`config.mk`:
```
export PLATFORM = sky130hd
export DESIGN_NAME = multicycle_main_controller
export DESIGN_NICKNAME = d
export VERILOG_FILES = /design/src/rtl/multicycle_main_controller_pkg.sv /design/src/rtl/multicycle_main_controller_outdec.sv /design/src/rtl/multicycle_main_controller.sv
export SDC_FILE = /design/constraint.sdc
export NUM_CORES = 1
export LEC_CHECK = 0
export BUFFER_PORTS_ARGS = -buffer_cell sky130_fd_sc_hd__buf_2
export CAP_MARGIN = 20
export CELL_PAD_IN_SITES_DETAIL_PLACEMENT = 1
export CELL_PAD_IN_SITES_GLOBAL_PLACEMENT = 1
export CORE_MARGIN = 2
export CORE_UTILIZATION = 29
export DETAILED_ROUTE_END_ITERATION = 10
export GPL_TIMING_DRIVEN = 0
export PLACE_DENSITY = 0.86
export SYNTH_ARGS = -nofsm -noshare
export SYNTH_HDL_FRONTEND = slang
export SYNTH_SLANG_ARGS = --single-unit
```
`constraint.sdc`:
```
create_clock -name clk -period 3.1 [get_ports clk]
set_clock_uncertainty 0.05 [all_clocks]
set_input_delay 0.465 -clock clk [delete_from_list [all_inputs] [get_ports clk]]
set_output_delay 0.465 -clock clk [all_outputs]
set_load 0.05 [all_outputs]
```
`src/rtl/multicycle_main_controller_pkg.sv`:
```
// Shared encodings for the multicycle MIPS control path: opcodes, states,
// ALU/mux select codes and the control word passed from the output decoder.
package multicycle_main_controller_pkg;

  localparam int STATE_ENC_W = 4;

  typedef enum logic [3:0] {
    S_FETCH    = 4'd0,
    S_DECODE   = 4'd1,
    S_MEMADR   = 4'd2,
    S_MEMREAD  = 4'd3,
    S_MEMWB    = 4'd4,
    S_MEMWRITE = 4'd5,
    S_EXECUTE  = 4'd6,
    S_ALUWB    = 4'd7,
    S_BRANCH   = 4'd8,
    S_ADDIEX   = 4'd9,
    S_ADDIWB   = 4'd10,
    S_JUMP     = 4'd11
  } state_t;

  localparam logic [5:0] OP_RTYPE = 6'b000000;
  localparam logic [5:0] OP_LW    = 6'b100011;
  localparam logic [5:0] OP_SW    = 6'b101011;
  localparam logic [5:0] OP_BEQ   = 6'b000100;
  localparam logic [5:0] OP_ADDI  = 6'b001000;
  localparam logic [5:0] OP_J     = 6'b000010;

  localparam logic [1:0] ALUOP_ADD   = 2'b00;
  localparam logic [1:0] ALUOP_SUB   = 2'b01;
  localparam logic [1:0] ALUOP_FUNCT = 2'b10;

  localparam logic [1:0] SRCB_B      = 2'b00;
  localparam logic [1:0] SRCB_FOUR   = 2'b01;
  localparam logic [1:0] SRCB_IMM    = 2'b10;
  localparam logic [1:0] SRCB_IMMSH2 = 2'b11;

  localparam logic [1:0] PCSRC_ALU    = 2'b00;
  localparam logic [1:0] PCSRC_ALUOUT = 2'b01;
  localparam logic [1:0] PCSRC_JUMP   = 2'b10;

  typedef struct packed {
    logic       pc_write;
    logic       branch;
    logic       iord;
    logic       mem_write;
    logic       ir_write;
    logic       reg_dst;
    logic       mem_to_reg;
    logic       reg_write;
    logic       alu_src_a;
    logic [1:0] alu_src_b;
    logic [1:0] alu_op;
    logic [1:0] pc_src;
  } ctrl_t;

  function automatic logic is_mem_op(input logic [5:0] op);
    return (op == OP_LW) || (op == OP_SW);
  endfunction

endpackage

```
`src/rtl/multicycle_main_controller_outdec.sv`:
```
// Moore output decoder: maps the current controller state to the datapath
// control word. Only FETCH depends on mem_ready (IR/PC load on completion).
module main_ctrl_outdec
  import multicycle_main_controller_pkg::*;
(
  input  state_t i_state,
  input  logic   i_mem_ready,
  output ctrl_t  o_ctrl
);

  // state -> control word; unused codes give an all-zero word
  always_comb begin
    o_ctrl = '0;
    case (i_state)
      S_FETCH: begin
        o_ctrl.alu_src_b = SRCB_FOUR;
        o_ctrl.alu_op    = ALUOP_ADD;
        o_ctrl.pc_src    = PCSRC_ALU;
        o_ctrl.ir_write  = i_mem_ready;
        o_ctrl.pc_write  = i_mem_ready;
      end
      S_DECODE: begin
        o_ctrl.alu_src_b = SRCB_IMMSH2;
        o_ctrl.alu_op    = ALUOP_ADD;
      end
      S_MEMADR, S_ADDIEX: begin
        o_ctrl.alu_src_a = 1'b1;
        o_ctrl.alu_src_b = SRCB_IMM;
        o_ctrl.alu_op    = ALUOP_ADD;
      end
      S_MEMREAD: begin
        o_ctrl.iord = 1'b1;
      end
      S_MEMWB: begin
        o_ctrl.mem_to_reg = 1'b1;
        o_ctrl.reg_write  = 1'b1;
      end
      S_MEMWRITE: begin
        o_ctrl.iord      = 1'b1;
        o_ctrl.mem_write = 1'b1;
      end
      S_EXECUTE: begin
        o_ctrl.alu_src_a = 1'b1;
        o_ctrl.alu_src_b = SRCB_B;
        o_ctrl.alu_op    = ALUOP_FUNCT;
      end
      S_ALUWB: begin
        o_ctrl.reg_dst   = 1'b1;
        o_ctrl.reg_write = 1'b1;
      end
      S_BRANCH: begin
        o_ctrl.alu_src_a = 1'b1;
        o_ctrl.alu_src_b = SRCB_B;
        o_ctrl.alu_op    = ALUOP_SUB;
        o_ctrl.pc_src    = PCSRC_ALUOUT;
        o_ctrl.branch    = 1'b1;
      end
      S_ADDIWB: begin
        o_ctrl.reg_write = 1'b1;
      end
      S_JUMP: begin
        o_ctrl.pc_src   = PCSRC_JUMP;
        o_ctrl.pc_write = 1'b1;
      end
      default: begin
        o_ctrl = '0;
      end
    endcase
  end

endmodule

```
`src/rtl/multicycle_main_controller.sv`:
```
// Multicycle MIPS main controller: state register, next-state logic,
// reset gating of write enables and the illegal-opcode pulse.
module multicycle_main_controller
  import multicycle_main_controller_pkg::*;
#(
  parameter int STATE_W = 4,
  parameter bit EN_ADDI = 1'b1,
  parameter bit EN_J    = 1'b1
) (
  input  logic               clk,
  input  logic               rst_n,
  input  logic [5:0]         op,
  input  logic               zero,
  input  logic               mem_ready,
  output logic               PCEn,
  output logic               IorD,
  output logic               MemWrite,
  output logic               IRWrite,
  output logic               RegDst,
  output logic               MemtoReg,
  output logic               RegWrite,
  output logic               ALUSrcA,
  output logic [1:0]         ALUSrcB,
  output logic [1:0]         ALUOp,
  output logic [1:0]         PCSrc,
  output logic               illegal_op,
  output logic [STATE_W-1:0] state_dbg
);

  state_t r_state;
  state_t w_next;
  logic   w_illegal;
  ctrl_t  w_ctrl;

  main_ctrl_outdec u_outdec (
    .i_state     (r_state),
    .i_mem_ready (mem_ready),
    .o_ctrl      (w_ctrl)
  );

  // next-state selection; op is only looked at in DECODE and MEMADR
  always_comb begin
    w_next    = S_FETCH;
    w_illegal = 1'b0;
    case (r_state)
      S_FETCH:    w_next = mem_ready ? S_DECODE : S_FETCH;
      S_DECODE: begin
        if (is_mem_op(op))                 w_next = S_MEMADR;
        else if (op == OP_RTYPE)           w_next = S_EXECUTE;
        else if (op == OP_BEQ)             w_next = S_BRANCH;
        else if (EN_ADDI && op == OP_ADDI) w_next = S_ADDIEX;
        else if (EN_J && op == OP_J)       w_next = S_JUMP;
        else begin
          w_next    = S_FETCH;
          w_illegal = 1'b1;
        end
      end
      S_MEMADR:   w_next = (op == OP_LW) ? S_MEMREAD : S_MEMWRITE;
      S_MEMREAD:  w_next = mem_ready ? S_MEMWB : S_MEMREAD;
      S_MEMWRITE: w_next = mem_ready ? S_FETCH : S_MEMWRITE;
      S_EXECUTE:  w_next = S_ALUWB;
      S_ADDIEX:   w_next = S_ADDIWB;
      default:    w_next = S_FETCH;
    endcase
  end

  // state register, forced to FETCH while reset is held
  always_ff @(posedge clk or negedge rst_n) begin
    if (!rst_n) r_state <= S_FETCH;
    else        r_state <= w_next;
  end

  // write strobes are masked by rst_n so nothing commits during reset
  assign PCEn       = rst_n & (w_ctrl.pc_write | (w_ctrl.branch & zero));
  assign IRWrite    = rst_n & w_ctrl.ir_write;
  assign MemWrite   = rst_n & w_ctrl.mem_write;
  assign RegWrite   = rst_n & w_ctrl.reg_write;
  assign illegal_op = rst_n & w_illegal;

  assign IorD      = w_ctrl.iord;
  assign RegDst    = w_ctrl.reg_dst;
  assign MemtoReg  = w_ctrl.mem_to_reg;
  assign ALUSrcA   = w_ctrl.alu_src_a;
  assign ALUSrcB   = w_ctrl.alu_src_b;
  assign ALUOp     = w_ctrl.alu_op;
  assign PCSrc     = w_ctrl.pc_src;
  assign state_dbg = STATE_W'(r_state);

endmodule
```
==> results of run 1 <==
==> cells in the mapped netlist, types with 3 or more instances <==
library cell	instances	area, um2
sky130_fd_sc_hd__nor2_1	13	48.8
sky130_fd_sc_hd__nand2_1	8	30.0
sky130_fd_sc_hd__nor3_1	6	30.0
sky130_fd_sc_hd__dfrtp_1	4	100
sky130_fd_sc_hd__o21ai_0	4	20.0
sky130_fd_sc_hd__a21oi_1	3	15.0
sky130_fd_sc_hd__inv_1	3	11.3
sky130_fd_sc_hd__nor4_1	3	18.8
==> report_power, final <==
| group | internal [mW] | total, mW | switching (mW) |
|---|---|---|---|
| registers | 0.0614 | 0.0686 | 0.00721 |
| clock network | 0.0433 | 0.0651 | 0.0218 |
| logic | 0.0753 | 0.291 | 0.216 |
| total | 0.180 | 0.425 | 0.245 |
==> worst max path at each step <==
stage | slack [ns] | endpoint | cells past startpoint | start
3_3_place_gp | 1.01 | illegal_op | 6 | op[1]
4_1_cts | 0.75 | illegal_op | 5 | rst_n
3_5_place_dp | 0.99 | illegal_op | 6 | op[1]
2_1_floorplan | 0.007 | illegal_op | 3 | state_dbg[1]
5_1_grt | 0.62 | illegal_op | 5 | rst_n
6_report | 0.71 | illegal_op | 5 | rst_n
==> layout by cell type (no fill, tap or decap) <==
cell	count
sky130_fd_sc_hd__dlygate4sd3_1	1
sky130_fd_sc_hd__nor2_1	13
sky130_fd_sc_hd__a21boi_0	1
sky130_fd_sc_hd__dfrtp_1	4
sky130_fd_sc_hd__or3b_2	1
sky130_fd_sc_hd__or3_1	2
sky130_fd_sc_hd__o22ai_1	1
sky130_fd_sc_hd__a31oi_1	1
sky130_fd_sc_hd__a21o_1	1
sky130_fd_sc_hd__nor2b_1	1
sky130_fd_sc_hd__a21oi_1	3
sky130_fd_sc_hd__xor2_1	2
sky130_fd_sc_hd__clkbuf_4	3
sky130_fd_sc_hd__o21ai_0	4
sky130_fd_sc_hd__nand2_1	8
sky130_fd_sc_hd__a32o_1	2
sky130_fd_sc_hd__o211a_1	1
sky130_fd_sc_hd__nand2b_1	2
sky130_fd_sc_hd__inv_1	3
sky130_fd_sc_hd__and3_1	2
sky130_fd_sc_hd__nand3_1	1
sky130_fd_sc_hd__nor4_1	3
sky130_fd_sc_hd__buf_4	2
sky130_fd_sc_hd__and3_2	1
sky130_fd_sc_hd__nor3_1	6
sky130_fd_sc_hd__nor3b_1	2
sky130_fd_sc_hd__mux2i_1	2
sky130_fd_sc_hd__o31ai_1	1
sky130_fd_sc_hd__o22a_1	1
sky130_fd_sc_hd__buf_2	30
==> critical path, delay by kind of cell <==
family,cells,cell delay (ns)
buffers and inverters,3,1.05
and+or+nand+nor,2,0.35
==> per-layer routing <==
layer	part of all wire, %	GRT usage, %
met2	48	28.0
met5	0	0
met1	41	23.4
met4	0.57	8.24
met3	10	2.80
==> through the flow <==
| stage | setup WS [ns] | cell area [um2] |
|---|---|---|
| global placement | 1.01 | 651 |
| detailed placement | 0.992 | 651 |
| global route | 0.623 | 683 |
| finish | 0.710 | 683 |
| CTS | 0.746 | 683 |
| floorplan | 0.00667 | 490 |
==> cells by family after synthesis <==
kind of cell,share of synthesized area [%]
multiplexers,4.08
flip-flops,20.4
XOR/XNOR,3.57
AO/OA/AOI/OAI,22.2
AND/OR/NAND/NOR,42.3
buffers and inverters,7.40
==> layout make-up <==
type                            instances  share of cell area (%)
Buffer                                  4                    3.66
Clock buffer                            3                    3.30
Inverter                                3                    1.65
Multi-Input combinational cell         62                    51.8
Sequential cell                         4                    14.7
Tap cell                               16                    2.93
Timing Repair Buffer                   29                    22.0
==> summary.md, run 1 <==
Type of the setup path with the least slack: in -> out. The count of hold-fix buffers inserted at cts came out at 1. Delay of the slowest cell on the worst path: 0.54 ns. The flow ran to the end, and the final reports show no timing, DRC or antenna violations. The number of filler instances in the final layout is 223. The run gives 100 um2 as the sequential cell area. The via count is 694. Counting flops with a built-in enable in the synthesized netlist gives 0.

The final number of setup-violating endpoints was 0; the routed via count divided by cell count was 5.74. In this run the worst path has a maximum fanout of 7. The setup check on the worst reg-to-reg path leaves a slack of 1.52 ns.

STA classifies the critical path startpoint as an input port. After global routing the overflow that remains totals 0. After legalization and detailed placement, the total HPWL measured 1.33 mm. The total number of yosys warnings is 0. The post-synthesis sequential area ratio was 20.4%. The clock input transition at the sequential cells of the worst setup and hold paths was 0.04 ns; the maximum operating frequency was 0.418 GHz. Data on the critical path arrives at its endpoint at 1.87 ns. The first global-routing pass estimated 2.66 mm of wire.

The level count of the clock H-tree was 1; the synthesized area per cell was 6.72 um2. Once the floorplan was initialized, standard cells occupied 31.8% of the core. Final hold violation count: 0. The tools report the final sum of negative setup slack as 0 ns. For this block, the routed nets add up to 1.75 mm of wire. The final core area utilization was 44.3%; the cell count after synthesis was 73. TritonCTS built the clock tree. The critical path's most frequent cell was sky130_fd_sc_hd__buf_2. The first routing iteration left 5 violations.

After layout, the worst path uses 77.1% of the clock period. The detail route stage leaves a number of antenna-violating nets equal to 0. The count of pins over their slew limit was 0.

The worst hold path belongs to the class in -> async. The number of cells on the worst reg-to-reg path is 5. Quantity of gates resized following cts: 0. The die covers 2040 um2. The logs give 17.7% for the overall global routing resource usage and 354 um2 for the multi-input combinational cell area. The register with the most flip-flops in the layout has 4 of them. The post-CTS setup-driven buffer insertion count is 0. The core footprint was 1540 um2; the sink count of the clock tree was 4.

Most frequently used flop master after synthesis: sky130_fd_sc_hd__dfrtp_1. The standard cell with the maximum stage delay on the critical path was sky130_fd_sc_hd__dlygate4sd3_1. After synthesis the cells add up to 490 um2. The count of buffers added on input and output ports is 28. The type of destination of the critical path was a primary output. Post-synthesis register bit count: 4. The number of buffers created by CTS came out at 3. The number of different library cells used by synthesis comes to 28.

The time the worst path needs with I/O delays and setup came out at 2.39 ns. The congestion estimate from routability-driven global placement came to 0.778. In this run the tightest slew margin relative to its limit is 70.8%. 29 I/O pins were placed. Summing internal, switching and leakage power gives 0.425 mW. In this run the power density over the cells is 622 nW/um2.

For the number of placement rows, the log shows 14. The post-route netlist has 35.2% of its cells at a drive strength greater than 1. The per-cell routed wire length was 14.5 um; the synthesis-to-finish area growth was 39.3%. Fraction of registers with async set/reset: 100%. The startpoint identified for the worst register-to-register timing path is state_dbg[3].

The longest clock path from root to sink contains 2 buffers. At the end of the flow, the number of nets in the layout was 117. The run gives 631 as the number of global-route vias before repair. The run gives 11 as the pin count of the biggest net entering global routing. The reg-to-reg endpoint is state_dbg[1]. For the worst setup path, the data required time is 2.58 ns. The worst-case IR drop observed on VDD is 202 uV.

Overall die width: 45.1 um. The transition time at the pin with the least slew margin came out at 0.434 ns. For the number of search-and-repair iterations in the first detailed-routing pass, the log shows 4.

The tools report the net count of the mapped netlist as 83. The count of placed standard cells including taps is 117. Hold timing on the final database bottoms out at a slack of 0.570 ns. Across the run, the number of max-cap violations was 0. The die outline height is 45.1 um. After detailed routing, the number of remaining DRC violations is 0. The number of non-filler instances in the completed layout was 121; the initial antenna violation count was 0. The static leakage is 0.395 nW, and the final antenna diode count is 0. The critical path goes through dlygate4sd3_1 -> buf_2 -> nand2_1 -> nor4_1 -> buf_2. The tree is rooted in a sky130_fd_sc_hd__clkbuf_4. Setup repair after global routing left no endpoint under its margin. For the clock latency reported for the late side of the worst-skew pair, the log shows 0.24 ns.
(Power assumes the default switching activity.)
==> inputs of run 2 (changes only) <==
--- a/config.mk
+++ b/config.mk
@@ -5,15 +5,16 @@
 export SDC_FILE = /design/constraint.sdc
 export NUM_CORES = 1
 export LEC_CHECK = 0
+export ABC_AREA = 1
 export BUFFER_PORTS_ARGS = -buffer_cell sky130_fd_sc_hd__buf_2
 export CAP_MARGIN = 20
 export CELL_PAD_IN_SITES_DETAIL_PLACEMENT = 1
 export CELL_PAD_IN_SITES_GLOBAL_PLACEMENT = 1
 export CORE_MARGIN = 2
-export CORE_UTILIZATION = 29
+export CORE_UTILIZATION = 26
 export DETAILED_ROUTE_END_ITERATION = 10
 export GPL_TIMING_DRIVEN = 0
-export PLACE_DENSITY = 0.86
+export PLACE_DENSITY = 0.81
 export SYNTH_ARGS = -nofsm -noshare
 export SYNTH_HDL_FRONTEND = slang
 export SYNTH_SLANG_ARGS = --single-unit
==> constraint.sdc (replaced) <==
create_clock -name clk -period 2.5 [get_ports clk]
set_clock_uncertainty 0.05 [all_clocks]
set_input_delay 0.375 -clock clk [delete_from_list [all_inputs] [get_ports clk]]
set_output_delay 0.375 -clock clk [all_outputs]
set_load 0.05 [all_outputs]
==> run 2 against run 1 <==
Compared with the run above: area after synthesis up 5.9%; wire length decreased by 9.5%; non-clock buffer count fell by 4; utilization decreased by 6.6 points; largest cell class unchanged.
==> summary.md, run 2 <==
For the number of buffers created by CTS, the log shows 3 (unchanged). Top cells by count, synth: 24 x sky130_fd_sc_hd__nand2_1, 18 x sky130_fd_sc_hd__nand3_1, 17 x sky130_fd_sc_hd__inv_1, 17 x sky130_fd_sc_hd__nor2_1 (was 13 x sky130_fd_sc_hd__nor2_1, 8 x sky130_fd_sc_hd__nand2_1, 6 x sky130_fd_sc_hd__nor3_1, 4 x sky130_fd_sc_hd__dfrtp_1, 4 x sky130_fd_sc_hd__o21ai_0). Setup repair after global routing left no endpoint under its margin.

The detailed placer's ending HPWL is 1.39 mm (was 1.33 mm). The logs give 29 (unchanged) for the count of boundary I/O pins and 140 (was 117) for the number of nets in the layout. The switching power as a share of total power is 56.7% (was 57.6%), and the fraction of registers with async set/reset is 100% (unchanged). The delay of the slowest cell on the worst path works out to 0.48 ns (was 0.54 ns).

Reg-to-reg endpoint: state_dbg[2] (was state_dbg[1]). Leading post-synthesis cells by cell area: sky130_fd_sc_hd__dfrtp_1 19%, sky130_fd_sc_hd__nand3_1 17%, sky130_fd_sc_hd__nand2_1 17%, sky130_fd_sc_hd__inv_1 12%, sky130_fd_sc_hd__nor2_1 12% (was sky130_fd_sc_hd__dfrtp_1 20%, sky130_fd_sc_hd__nor2_1 9.9%, sky130_fd_sc_hd__nor3_1 6.1%, sky130_fd_sc_hd__nand2_1 6.1%, sky130_fd_sc_hd__a32o_1 4.1%). The tools report the initial antenna violation count as 0 (unchanged).

The core footprint came out at 1920 um2 (was 1540 um2). The tools report the CTS root buffer as sky130_fd_sc_hd__clkbuf_4 (unchanged). The tools report the pin count of the biggest net entering global routing as 9 (was 11).

The run finished with clean final reports. The post-CTS setup-driven buffer insertion count was 0 (unchanged). The run gives 1.28 ns (was 1.52 ns) as the register-to-register setup slack. The final global-route overflow total was 0 (unchanged); the post-synthesis register bit count was 4 (unchanged). The static leakage is 0.507 nW (was 0.395 nW), and the share of layout cells above drive strength 1 is 32.8% (was 35.2%). The die outline height was 48.7 um (was 45.1 um); the via count was 695 (was 694). The tools report the distinct cell type count after synthesis as 13 (was 28). The total power divided by cell area is 614 nW/um2 (was 622 nW/um2), and the global-route wire length before repair is 2.66 mm (about the same).

The power consumption was 0.446 mW (was 0.425 mW). The most frequently used flop master after synthesis was sky130_fd_sc_hd__dfrtp_1 (unchanged). Leading cell types in the layout, fill and taps excluded: 28 x sky130_fd_sc_hd__buf_2, 24 x sky130_fd_sc_hd__nand2_1, 18 x sky130_fd_sc_hd__nand3_1, 17 x sky130_fd_sc_hd__inv_1, 17 x sky130_fd_sc_hd__nor2_1 (was 30 x sky130_fd_sc_hd__buf_2, 13 x sky130_fd_sc_hd__nor2_1, 8 x sky130_fd_sc_hd__nand2_1, 6 x sky130_fd_sc_hd__nor3_1). Maximum vdd ir drop: 281 uV (was 202 uV). For the initial core utilization, the log shows 27.0% (was 31.8%). The routability congestion estimate came out at 0.802 (was 0.778). The type of the setup path with the least slack was reg -> out (was in -> out). The logs give 0 (unchanged) for the final hold violation count and 0.253 mW (was 0.245 mW) for the net switching power. The most common cell after layout, fill and taps aside is sky130_fd_sc_hd__buf_2 (unchanged). The number of port buffers was 28 (unchanged); the net count of the mapped netlist was 106 (was 83). The largest area contributor in the netlist was sky130_fd_sc_hd__dfrtp_1 (unchanged). The number of search-and-repair iterations in the first detailed-routing pass was 4 (unchanged). The overall die width came out at 48.7 um (was 45.1 um). TritonCTS built the clock tree. The logs give 2 (unchanged) for the buffer depth of the longest clock path and 0 (unchanged) for the count of pins over their slew limit. Number of DRC markers after the initial detailed-route iteration: 2 (was 5). The tools report the kind of launch point of the worst setup path as a flip-flop (was an input port). The final sum of negative setup slack is 0 ns (unchanged). The tools report the part of the power in combinational logic as 62.3% (was 68.5%). The tools report the final antenna diode count as 0 (unchanged). The flip-flop count of the largest register after layout is 4 (unchanged), and the clock input transition at the sequential cells of the worst setup and hold paths is 0.04 ns (about the same). The type of the tightest min-delay check was in -> async (unchanged).

The tools report the number of global-route vias before repair as 649 (was 631). The length in cells of the worst reg-to-reg path is 5 (unchanged). The arrival time at the worst endpoint was 1.60 ns (was 1.87 ns); the share of the cycle needed by the critical path after routing was 80.9%. The synthesis-to-finish area growth is 39.8% (was 39.3%), and the transition time at the pin with the least slew margin is 0.320 ns (was 0.434 ns). The run gives 0 (unchanged) as the quantity of gates resized following cts.

The sink count of the clock tree is 4 (unchanged), and the die area is 2370 um2 (was 2040 um2). Number of placement rows: 16 (was 14). The number of max-cap violations was 0 (unchanged); the share of total power in the clock network was 17.8% (was 15.3%). The synthesized area per cell is 5.41 um2 (was 6.72 um2), and the clock latency reported for the late side of the worst-skew pair is 0.23 ns (was 0.24 ns).

The number of remaining DRC errors is 0 (unchanged). The most frequently used cell type in the post-synthesis netlist is sky130_fd_sc_hd__nand2_1 (was sky130_fd_sc_hd__nor2_1). The total number of yosys warnings is 0 (unchanged).

The number of enable-type register cells in the synthesized netlist works out to 0 (unchanged). The level count of the clock H-tree is 1 (unchanged), and the time the worst path needs with I/O delays and setup is 2.02 ns. The maximum fanout encountered on the critical timing path is 6 (was 7), and the routed via count divided by cell count is 4.48 (was 5.74). The logs give 1 (unchanged) for the count of hold-fix buffers inserted at cts and 78.7% (was 70.8%) for the normalized max-slew margin. The mapped cell area came out at 519 um2 (was 490 um2). Launching point of the worst reg2reg path: state_dbg[3] (unchanged).

The standard cell with the maximum stage delay on the critical path is sky130_fd_sc_hd__dfrtp_1 (was sky130_fd_sc_hd__dlygate4sd3_1). The per-cell routed wire length is 10.2 um (was 14.5 um). For the post-detailed-route count of antenna-violating nets, the log shows 0 (unchanged). The portion of synthesized cell area occupied by the leading cell type works out to 19.3% (was 20.4%). Cells traversed along the worst timing path: nor2_4 -> inv_2 -> nor2_4 -> nand3_1 -> nor2_1 -> buf_2 (was dlygate4sd3_1 -> buf_2 -> nand2_1 -> nor4_1 -> buf_2). The run gives 0.193 mW (was 0.180 mW) as the internal power. The run gives 1.58 mm (was 1.75 mm) as the wire length after detailed routing.

The logs give 96 (was 73) for the cell count after synthesis and 2.08 ns (was 2.58 ns) for the worst path required time. The critical path's most frequent cell is sky130_fd_sc_hd__nor2_4 (was sky130_fd_sc_hd__buf_2). The overall global routing resource usage was 13.8% (was 17.7%). The tools report the type of destination of the critical path as a primary output (unchanged).

The final number of setup-violating endpoints is 0 (unchanged). Static timing analysis puts the maximum clock frequency at 0.494 GHz. The part of the total power dissipated in sequential elements is 19.9% (was 16.1%), and the post-synthesis sequential area ratio is 19.3% (was 20.4%).
run 2: power by group through the flow:
stage | clock (mW) | sequential (mW) | combinational [mW]
final | 0.0792 | 0.0886 | 0.278
after detailed placement | 0 | 0.0894 | 0.279
after global placement | 0 | 0.0882 | 0.275
after floorplan | 0 | 0.118 | 0.184
after global routing | 0.0852 | 0.0897 | 0.300
after CTS | 0.0822 | 0.0885 | 0.281
run 2: worst max-delay path, delay by kind of cell (launching register included):
family / cells / cell delay, ns
AND/OR/NAND/NOR: 4 / 0.54
buffers and inverters: 2 / 0.35
flip-flops: 1 / 0.48
run 2: kinds of logic (layout without fill, tap and decap cells):
family | count (synthesis) | after routing | share of synthesized area, %
AOI/OAI and AO/OA | 3 | 3 | 2.89
buffers and inverters | 21 | 53 | 15.2
DFF | 4 | 4 | 19.3
and+or+nand+nor | 68 | 68 | 62.7
run 2: final cells by class:
class | count | area [um2]
flip-flops and latches | 4 | 100
clock buffers | 3 | 22.5
inverters | 21 | 78.8
repair buffers | 29 | 150
fillers | 295 | 1200
well taps | 27 | 33.8
multi-input cells | 71 | 340
run 2: how the worst max path moves through the flow:
stage | start | end | cells after the start
floorplan | state_dbg[3] | IorD | 3
global placement | state_dbg[3] | illegal_op | 6
detailed placement | state_dbg[3] | illegal_op | 6
CTS | state_dbg[3] | illegal_op | 6
global route | state_dbg[3] | illegal_op | 6
finish | state_dbg[3] | illegal_op | 6
run 2: layer usage:
| metal | share of wire (%) | track usage (%) | wire [um] | vias up |
|---|---|---|---|---|
| met3 | 6.3 | 1.23 | 100 | 2 |
| met5 | 0 | 0 | 0 | - |
| met4 | 0.88 | 6.19 | 14 | 0 |
| li1 | - | - | - | 360 |
| met2 | 52 | 27.2 | 829 | 27 |
| met1 | 40 | 14.6 | 638 | 306 |
run 2: through the flow:
stage	cell area [um2]	util [%]	std cells	hold slack (ns)	setup slack [ns]
after detailed placement	693	36.1	151	0.163	0.722
after global placement	693	36.1	151	0.166	0.741
after floorplan	519	-	96	0.0294	0.0161
final	726	37.8	155	0.465	0.477
after CTS	726	37.8	155	0.463	0.467
after global routing	726	37.8	155	0.467	0.312
